==> src/rtl/sram_wb_arb_if.sv <==
// Signal bundle around the SRAM data-port arbiter.
//   slave  : the arbiter's view (core and Wishbone requests in, SRAM responses in,
//            grants/acks/SRAM commands out)
//   master : the surrounding environment (core, management SoC, SRAM port)
// Groups: core_*  core data port (req/gnt/rvalid)
//         wbs_*   Wishbone classic slave
//         sram_*  downstream SRAM data port
//         illegal_o  pulse on out-of-window Wishbone access
interface sram_wb_arb_if;
  logic        core_req_i;
  logic        core_gnt_o;
  logic [31:0] core_addr_i;
  logic        core_we_i;
  logic [3:0]  core_be_i;
  logic [31:0] core_wdata_i;
  logic        core_rvalid_o;
  logic [31:0] core_rdata_o;

  logic        wbs_cyc_i;
  logic        wbs_stb_i;
  logic        wbs_we_i;
  logic [3:0]  wbs_sel_i;
  logic [31:0] wbs_adr_i;
  logic [31:0] wbs_dat_i;
  logic        wbs_ack_o;
  logic [31:0] wbs_dat_o;

  logic        sram_req_o;
  logic        sram_gnt_i;
  logic        sram_we_o;
  logic [31:0] sram_addr_o;
  logic [3:0]  sram_be_o;
  logic [31:0] sram_wdata_o;
  logic        sram_rvalid_i;
  logic [31:0] sram_rdata_i;

  logic        illegal_o;

  modport slave (
    input  core_req_i, core_addr_i, core_we_i, core_be_i, core_wdata_i,
    output core_gnt_o, core_rvalid_o, core_rdata_o,
    input  wbs_cyc_i, wbs_stb_i, wbs_we_i, wbs_sel_i, wbs_adr_i, wbs_dat_i,
    output wbs_ack_o, wbs_dat_o,
    output sram_req_o, sram_we_o, sram_addr_o, sram_be_o, sram_wdata_o,
    input  sram_gnt_i, sram_rvalid_i, sram_rdata_i,
    output illegal_o
  );

  modport master (
    output core_req_i, core_addr_i, core_we_i, core_be_i, core_wdata_i,
    input  core_gnt_o, core_rvalid_o, core_rdata_o,
    output wbs_cyc_i, wbs_stb_i, wbs_we_i, wbs_sel_i, wbs_adr_i, wbs_dat_i,
    input  wbs_ack_o, wbs_dat_o,
    input  sram_req_o, sram_we_o, sram_addr_o, sram_be_o, sram_wdata_o,
    output sram_gnt_i, sram_rvalid_i, sram_rdata_i,
    input  illegal_o
  );
endinterface

==> src/rtl/sram_wb_arb.sv <==
// Arbitrates the SRAM data port between the core data port and a Wishbone
// classic slave (management-SoC program load / debug path).
// Ports:
//   clk_i  clock
//   rst_i  synchronous active-high reset
//   bus    sram_wb_arb_if.slave: core_*, wbs_*, sram_*, illegal_o
// The core normally owns the port; a pending Wishbone request wins whenever the
// core is idle, or after MAX_WAIT cycles lost to the core.
//
// state | meaning
// IDLE  | no Wishbone access in flight
// REQ   | Wishbone access latched, waiting to win the SRAM port
// WAIT  | Wishbone access issued, waiting for SRAM rvalid
// ACK   | ack visible on the bus (suppressed if cyc dropped)
// ERR   | out-of-window access, error-style ack, no SRAM access
module sram_wb_arb #(
  parameter logic [31:0] BASE_ADDR = 32'h3000_0000,
  parameter logic [31:0] ADDR_MASK = 32'hFFFF_0000,
  parameter int unsigned MAX_WAIT  = 4
) (
  input logic          clk_i,
  input logic          rst_i,
  sram_wb_arb_if.slave bus
);
  localparam int unsigned CW = (MAX_WAIT < 1) ? 1 : $clog2(MAX_WAIT + 1);
  localparam logic [CW-1:0] MAX_CNT = CW'(MAX_WAIT);

  typedef enum logic [2:0] {IDLE, REQ, WAIT, ACK, ERR} state_t;
  typedef enum logic [1:0] {OWN_NONE, OWN_CORE, OWN_WB} owner_t;

  state_t        state, state_nxt;
  owner_t        owner, owner_nxt;
  logic [CW-1:0] starve_cnt, starve_nxt;
  logic [31:0]   adr_lat, dat_lat;
  logic [3:0]    sel_lat;
  logic          we_lat;
  logic          ack, ack_nxt;
  logic          illegal, illegal_nxt;
  logic [31:0]   rdat, rdat_nxt;
  logic          wb_access, hit, wb_win, wb_rsp;

  assign wb_access = bus.wbs_cyc_i & bus.wbs_stb_i;
  assign hit       = (bus.wbs_adr_i & ADDR_MASK) == BASE_ADDR;
  assign wb_win    = (state == REQ) & (~bus.core_req_i | (starve_cnt == MAX_CNT));
  // Only a response to our own issued access completes the Wishbone cycle.
  assign wb_rsp    = (state == WAIT) & bus.sram_rvalid_i & (owner == OWN_WB);

  always_ff @(posedge clk_i) begin
    if (rst_i) state <= IDLE;
    else       state <= state_nxt;
  end

  always_comb begin
    state_nxt = state;
    case (state)
      IDLE:    if (wb_access) state_nxt = hit ? REQ : ERR;
      REQ:     if (wb_win & bus.sram_gnt_i) state_nxt = WAIT;
      WAIT:    if (wb_rsp) state_nxt = ACK;
      ACK:     state_nxt = IDLE;
      ERR:     state_nxt = IDLE;
      default: state_nxt = IDLE;
    endcase
  end

  // Ack/illegal/read data are registered, so their next values are decoded
  // one cycle ahead of the ACK/ERR states they appear in.
  always_comb begin
    ack_nxt     = 1'b0;
    illegal_nxt = 1'b0;
    rdat_nxt    = rdat;
    case (state)
      IDLE: if (wb_access & ~hit) begin
        ack_nxt     = 1'b1;
        illegal_nxt = 1'b1;
        rdat_nxt    = '0;
      end
      WAIT: if (wb_rsp) begin
        ack_nxt = bus.wbs_cyc_i;
        if (!we_lat) rdat_nxt = bus.sram_rdata_i;
      end
      default: ;
    endcase

    if ((state == REQ) && !wb_win && (starve_cnt != MAX_CNT)) starve_nxt = starve_cnt + 1'b1;
    else                                                       starve_nxt = '0;

    if (wb_win & bus.sram_gnt_i)              owner_nxt = OWN_WB;
    else if (bus.core_req_i & bus.sram_gnt_i) owner_nxt = OWN_CORE;
    else                                      owner_nxt = OWN_NONE;
  end

  always_ff @(posedge clk_i) begin
    if (rst_i) begin
      starve_cnt <= '0;
      owner      <= OWN_NONE;
      ack        <= 1'b0;
      illegal    <= 1'b0;
      rdat       <= '0;
      adr_lat    <= '0;
      dat_lat    <= '0;
      sel_lat    <= '0;
      we_lat     <= 1'b0;
    end else begin
      starve_cnt <= starve_nxt;
      owner      <= owner_nxt;
      ack        <= ack_nxt;
      illegal    <= illegal_nxt;
      rdat       <= rdat_nxt;
      if ((state == IDLE) && wb_access && hit) begin
        adr_lat <= bus.wbs_adr_i & ~ADDR_MASK;
        dat_lat <= bus.wbs_dat_i;
        sel_lat <= bus.wbs_sel_i;
        we_lat  <= bus.wbs_we_i;
      end
    end
  end

  assign bus.core_gnt_o    = bus.core_req_i & ~wb_win & bus.sram_gnt_i;
  assign bus.sram_req_o    = wb_win | bus.core_req_i;
  assign bus.sram_we_o     = wb_win ? we_lat  : bus.core_we_i;
  assign bus.sram_addr_o   = wb_win ? adr_lat : bus.core_addr_i;
  assign bus.sram_be_o     = wb_win ? sel_lat : bus.core_be_i;
  assign bus.sram_wdata_o  = wb_win ? dat_lat : bus.core_wdata_i;

  assign bus.core_rvalid_o = bus.sram_rvalid_i & (owner == OWN_CORE);
  assign bus.core_rdata_o  = bus.core_rvalid_o ? bus.sram_rdata_i : 32'h0;

  assign bus.wbs_ack_o     = ack;
  assign bus.wbs_dat_o     = rdat;
  assign bus.illegal_o     = illegal;
endmodule

==> src/flat_wrapper.sv <==
// flat-port wrapper written by rule: the top's interface ports become plain ports
module sram_wb_arb_flat 
#(
  parameter logic [31:0] BASE_ADDR = 32'h3000_0000,
  parameter logic [31:0] ADDR_MASK = 32'hFFFF_0000,
  parameter int unsigned MAX_WAIT  = 4
)
  (clk_i, rst_i, bus_core_req_i, bus_core_addr_i, bus_core_we_i, bus_core_be_i, bus_core_wdata_i, bus_core_gnt_o, bus_core_rvalid_o, bus_core_rdata_o, bus_wbs_cyc_i, bus_wbs_stb_i, bus_wbs_we_i, bus_wbs_sel_i, bus_wbs_adr_i, bus_wbs_dat_i, bus_wbs_ack_o, bus_wbs_dat_o, bus_sram_req_o, bus_sram_we_o, bus_sram_addr_o, bus_sram_be_o, bus_sram_wdata_o, bus_sram_gnt_i, bus_sram_rvalid_i, bus_sram_rdata_i, bus_illegal_o);
  sram_wb_arb_if bus_i ();
  input logic clk_i;
  input logic rst_i;
  input wire logic [$bits(bus_i.core_req_i)-1:0] bus_core_req_i;
  input wire logic [$bits(bus_i.core_addr_i)-1:0] bus_core_addr_i;
  input wire logic [$bits(bus_i.core_we_i)-1:0] bus_core_we_i;
  input wire logic [$bits(bus_i.core_be_i)-1:0] bus_core_be_i;
  input wire logic [$bits(bus_i.core_wdata_i)-1:0] bus_core_wdata_i;
  output wire logic [$bits(bus_i.core_gnt_o)-1:0] bus_core_gnt_o;
  output wire logic [$bits(bus_i.core_rvalid_o)-1:0] bus_core_rvalid_o;
  output wire logic [$bits(bus_i.core_rdata_o)-1:0] bus_core_rdata_o;
  input wire logic [$bits(bus_i.wbs_cyc_i)-1:0] bus_wbs_cyc_i;
  input wire logic [$bits(bus_i.wbs_stb_i)-1:0] bus_wbs_stb_i;
  input wire logic [$bits(bus_i.wbs_we_i)-1:0] bus_wbs_we_i;
  input wire logic [$bits(bus_i.wbs_sel_i)-1:0] bus_wbs_sel_i;
  input wire logic [$bits(bus_i.wbs_adr_i)-1:0] bus_wbs_adr_i;
  input wire logic [$bits(bus_i.wbs_dat_i)-1:0] bus_wbs_dat_i;
  output wire logic [$bits(bus_i.wbs_ack_o)-1:0] bus_wbs_ack_o;
  output wire logic [$bits(bus_i.wbs_dat_o)-1:0] bus_wbs_dat_o;
  output wire logic [$bits(bus_i.sram_req_o)-1:0] bus_sram_req_o;
  output wire logic [$bits(bus_i.sram_we_o)-1:0] bus_sram_we_o;
  output wire logic [$bits(bus_i.sram_addr_o)-1:0] bus_sram_addr_o;
  output wire logic [$bits(bus_i.sram_be_o)-1:0] bus_sram_be_o;
  output wire logic [$bits(bus_i.sram_wdata_o)-1:0] bus_sram_wdata_o;
  input wire logic [$bits(bus_i.sram_gnt_i)-1:0] bus_sram_gnt_i;
  input wire logic [$bits(bus_i.sram_rvalid_i)-1:0] bus_sram_rvalid_i;
  input wire logic [$bits(bus_i.sram_rdata_i)-1:0] bus_sram_rdata_i;
  output wire logic [$bits(bus_i.illegal_o)-1:0] bus_illegal_o;
  assign bus_i.core_req_i = bus_core_req_i;
  assign bus_i.core_addr_i = bus_core_addr_i;
  assign bus_i.core_we_i = bus_core_we_i;
  assign bus_i.core_be_i = bus_core_be_i;
  assign bus_i.core_wdata_i = bus_core_wdata_i;
  assign bus_core_gnt_o = bus_i.core_gnt_o;
  assign bus_core_rvalid_o = bus_i.core_rvalid_o;
  assign bus_core_rdata_o = bus_i.core_rdata_o;
  assign bus_i.wbs_cyc_i = bus_wbs_cyc_i;
  assign bus_i.wbs_stb_i = bus_wbs_stb_i;
  assign bus_i.wbs_we_i = bus_wbs_we_i;
  assign bus_i.wbs_sel_i = bus_wbs_sel_i;
  assign bus_i.wbs_adr_i = bus_wbs_adr_i;
  assign bus_i.wbs_dat_i = bus_wbs_dat_i;
  assign bus_wbs_ack_o = bus_i.wbs_ack_o;
  assign bus_wbs_dat_o = bus_i.wbs_dat_o;
  assign bus_sram_req_o = bus_i.sram_req_o;
  assign bus_sram_we_o = bus_i.sram_we_o;
  assign bus_sram_addr_o = bus_i.sram_addr_o;
  assign bus_sram_be_o = bus_i.sram_be_o;
  assign bus_sram_wdata_o = bus_i.sram_wdata_o;
  assign bus_i.sram_gnt_i = bus_sram_gnt_i;
  assign bus_i.sram_rvalid_i = bus_sram_rvalid_i;
  assign bus_i.sram_rdata_i = bus_sram_rdata_i;
  assign bus_illegal_o = bus_i.illegal_o;
  sram_wb_arb #(.BASE_ADDR(BASE_ADDR), .ADDR_MASK(ADDR_MASK), .MAX_WAIT(MAX_WAIT)) u_core (.clk_i(clk_i), .rst_i(rst_i), .bus(bus_i));
endmodule
==> config.mk <==
export PLATFORM = sky130hd
export DESIGN_NAME = sram_wb_arb_flat
export DESIGN_NICKNAME = d
export VERILOG_FILES = /design/src/rtl/sram_wb_arb_if.sv /design/src/rtl/sram_wb_arb.sv /design/src/flat_wrapper.sv
export SDC_FILE = /design/constraint.sdc
export NUM_CORES = 1
export LEC_CHECK = 0
export CORE_AREA = 2 2 121 123
export CTS_CLUSTER_SIZE = 24
export DETAILED_ROUTE_END_ITERATION = 10
export DIE_AREA = 0 0 123 125
export PLACE_DENSITY_LB_ADDON = 0.1
export SLEW_MARGIN = 20
export SYNTH_ARGS = -nofsm -noshare
export SYNTH_HDL_FRONTEND = slang
export SYNTH_SLANG_ARGS = --single-unit
==> constraint.sdc <==
create_clock -name clk_i -period 3.3 [get_ports clk_i]
set_input_delay 0.66 -clock clk_i [delete_from_list [all_inputs] [get_ports clk_i]]
set_output_delay 0.66 -clock clk_i [all_outputs]
set_load 0.005 [all_outputs]
==> impl_metrics.py <==
metrics = {
    "layout": {
        "area_growth_pct": 73.6,
        "diodes": 0,
        "drive_gt1_frac": 0.108,
        "fin_cells": 959,
        "nets": 949,
    },
    "drt": {
        "ant_nets": 0,
        "drc": 0,
        "wl_um": 14200,
        "post_drt_wl_per_cell_um": 14.8,
        "vias": 4420,
        "first_pass_iters": 4,
        "vias_per_cell": 4.61,
        "dr.first_iter.drc_count": 122,
    },
    "clock_network": {
        "clock_latency_ps": 340,
        "h-tree-depth": 3,
        "cts_buffer_depth": 2,
        "clkSlewWorstSetupHoldPaths_ps": 60,
        "clock_sinks": 95,
        "clockRootBuffer": "clkbuf_16",
        "cts_buffers": 9,
        "tritoncts": "built",
        "holdBufCountCts": 0,
    },
    "die": {
        "start_util": 0.342,
        "die_y_um": 125,
        "die_area_um2": 15400,
        "core_um2": 14200,
        "rows": 44,
        "ios": 315,
        "die_width_um": 123,
    },
    "sta": {
        "fin_tns_setup_ps": 0,
        "finalClockSkew_ps": 7.13,
        "setup_ws_ps": 80.2,
        "timing.fmax_ghz": 0.311,
        "setup_violations": 0,
        "tightestPinTransition_ps": 683,
        "period_share": 0.976,
        "slew_violations": 0,
        "hold_viol_final": 0,
        "relSlewSlack": 0.544,
        "min_period_ps": 3220,
    },
    "global_route": {
        "grt_pass1_wl_um": 22000,
        "grt_antenna_before_repair": 0,
        "grt_pass1_vias": 4556,
        "grt_max_degree": 105,
        "grt_util_met3": 0.0607,
        "overflow": 0,
        "gr-max-usage-layer": "met2",
        "grt_util_met2": 0.330,
        "gr-usage-all-layers": 0.181,
        "grt_use_met1": 0.188,
    },
    "synth": {
        "yosysMostFrequentCell": "nand2b_1",
        "netlist_top_cells_count": "nand2b_1, dfxtp_1, mux2i_1, mux2_2",
        "synthDistinctLibCells": 34,
        "syn_area_um2": 4850,
        "synth_top_area_share": 0.392,
        "ys_ff_latch": 95,
        "async_flop_share": 0,
        "yosysSeqAreaShare": 0.392,
        "yosysTopAreaCell": "dfxtp_1",
        "synth.area.top_cells": "dfxtp_1, nand2b_1, mux2_2",
        "ys.flop_type": "dfxtp_1",
        "yosysWarnings": 0,
        "syn_area_per_cell_um2": 10.3,
        "synth-edff-count": 0,
        "syn-num-nets": 650,
        "synthCells": 471,
    },
    "power": {
        "power.total_mw": 2.58,
        "p_clk_frac": 0.382,
        "power-per-cell-area_nw_per_um2": 307,
        "internal_power_mw": 2.03,
        "power_leakage_nw": 3.00,
        "p_sw_frac": 0.214,
        "pwr-share-comb": 0.173,
        "pwr-share-seq": 0.445,
        "p_sw_mw": 0.552,
        "ir_worst_vdd_mv": 0.226,
    },
    "place": {
        "pre_cts_ws_ps": 85.7,
        "dp_hpwl_um": 11100,
        "io_buffers": 314,
        "gp_congestion": 0.766,
        "dp.cells": 943,
    },
    "worst_setup_path": {
        "crit_family": "buffers and inverters",
        "critPathSlowestCell": "clkdlybuf4s50_1",
        "crit_required_ps": 2640,
        "cp-end-kind": "primary output",
        "critical_path_buf_inv_count": 3,
        "path_cells": "clkdlybuf4s50_1 > a21boi_4 > buf_12 > mux2_2 > clkdlybuf4s50_1",
        "cp-start-kind": "input pin",
        "crit_top_cell": "clkdlybuf4s50_1",
        "r2r_cells": 5,
        "cp.arrival_ps": 2560,
        "cp_num_cells": 5,
        "cpPeakStageDelay_ps": 520,
        "critPathKind": "in -> out",
        "critPathMaxFanout": 52,
    },
    "status": {
        "status": "completed",
    },
    "flow_run": {
        "maxCapViolations": 0,
    },
    "worst_hold_path": {
        "hp-class": "reg -> reg",
        "hold_depth": 2,
    },
}
[layer usage]
metal	up-vias	share of wire	wire length (um)
li1	2215	-	-
met2	202	0.50	7080
met4	0	0.023	325
met3	19	0.10	1440
met1	1984	0.37	5310
met5	-	0	0
[worst register-to-register path, delay by kind of cell, from the launching register on]
kind	cells	cell delay, ps
flip-flops	1	450
AND/OR/NAND/NOR	2	720
buffers and inverters	1	260
AO/OA/AOI/OAI	2	370
[metrics by stage]
stage	utilization	cell area (um2)	hold WS, ps
2_1_floorplan	-	4850	445
4_1_cts	0.592	8420	476
3_3_place_gp	0.572	8130	456
6_report	0.593	8420	471
5_1_grt	0.593	8420	495
3_5_place_dp	0.572	8130	455
[cells by family (layout without fill, tap and decap cells)]
family | after synthesis | count (layout) | share of synthesized area
and+or+nand+nor | 189 | 189 | 0.243
muxes | 107 | 107 | 0.234
DFF | 95 | 95 | 0.392
AOI/OAI and AO/OA | 40 | 40 | 0.0740
buffers and inverters | 38 | 342 | 0.0518
adders and majority gates | 2 | 2 | 0.00516
[power by group through the flow]
stage          Clock, mW  Combinational [mW]  Sequential (mW)
2_1_floorplan          0               0.116             1.18
3_3_place_gp           0               0.444             1.18
3_5_place_dp           0               0.450             1.18
4_1_cts             1.02               0.453             1.15
5_1_grt             1.06               0.480             1.15
6_report           0.987               0.447             1.15
[sequential cells by signal, indices dropped and copies added (netlist names), 2 cells and up]
register,count
u_core.sel_lat,4
u_core.dat_lat,32
u_core.adr_lat,16
u_core.bus.wbs_dat_o,32
u_core.starve_cnt,3
u_core.state,3
u_core.owner,2
[cell usage in the layout (no fill, tap or decap), drive strengths merged]
cell type,n
nand4b,1
ha,2
o21a,1
nor3b,1
nor2b,18
clkdlybuf4s50,313
mux2i,54
nand3b,1
nand2b,107
nand3,1
and2,32
a21boi,4
clkinv,2
clkbuf,11
o32ai,1
nand4,1
clkinvlp,3
nor3,3
and3,3
nand2,6
nor2,5
or2,1
a31oi,1
nor4,5
dfxtp,95
a22o,32
nor4bb,2
inv,4
buf,9
a211oi,1
and3b,2
mux2,53
[timing repair]
item	CTS	global route
setup buffers	0	0
gates resized for setup	0	1
endpoints found under the setup margin	0	29
[cell type report]
cell class                      instances  area, um2
Sequential cell                        95       1900
Timing Repair Buffer                  322       3260
Tap cell                              184        230
Clock inverter                          5       32.5
Clock buffer                           11        253
Fill cell                            1214       5780
Multi-Input combinational cell        338       2730
Inverter                                4       15.0
[final timing paths]
check | from | endpoint | slack, ps
max | bus_core_req_i | bus_sram_wdata_o[12] | 80
min | u_core.adr_lat[14] | u_core.adr_lat[14] | 470
max reg2reg | u_core.state[1] | u_core.bus.wbs_dat_o[24] | 1390
min reg2reg | u_core.adr_lat[14] | u_core.adr_lat[14] | 470
(Power assumes the default switching activity.)
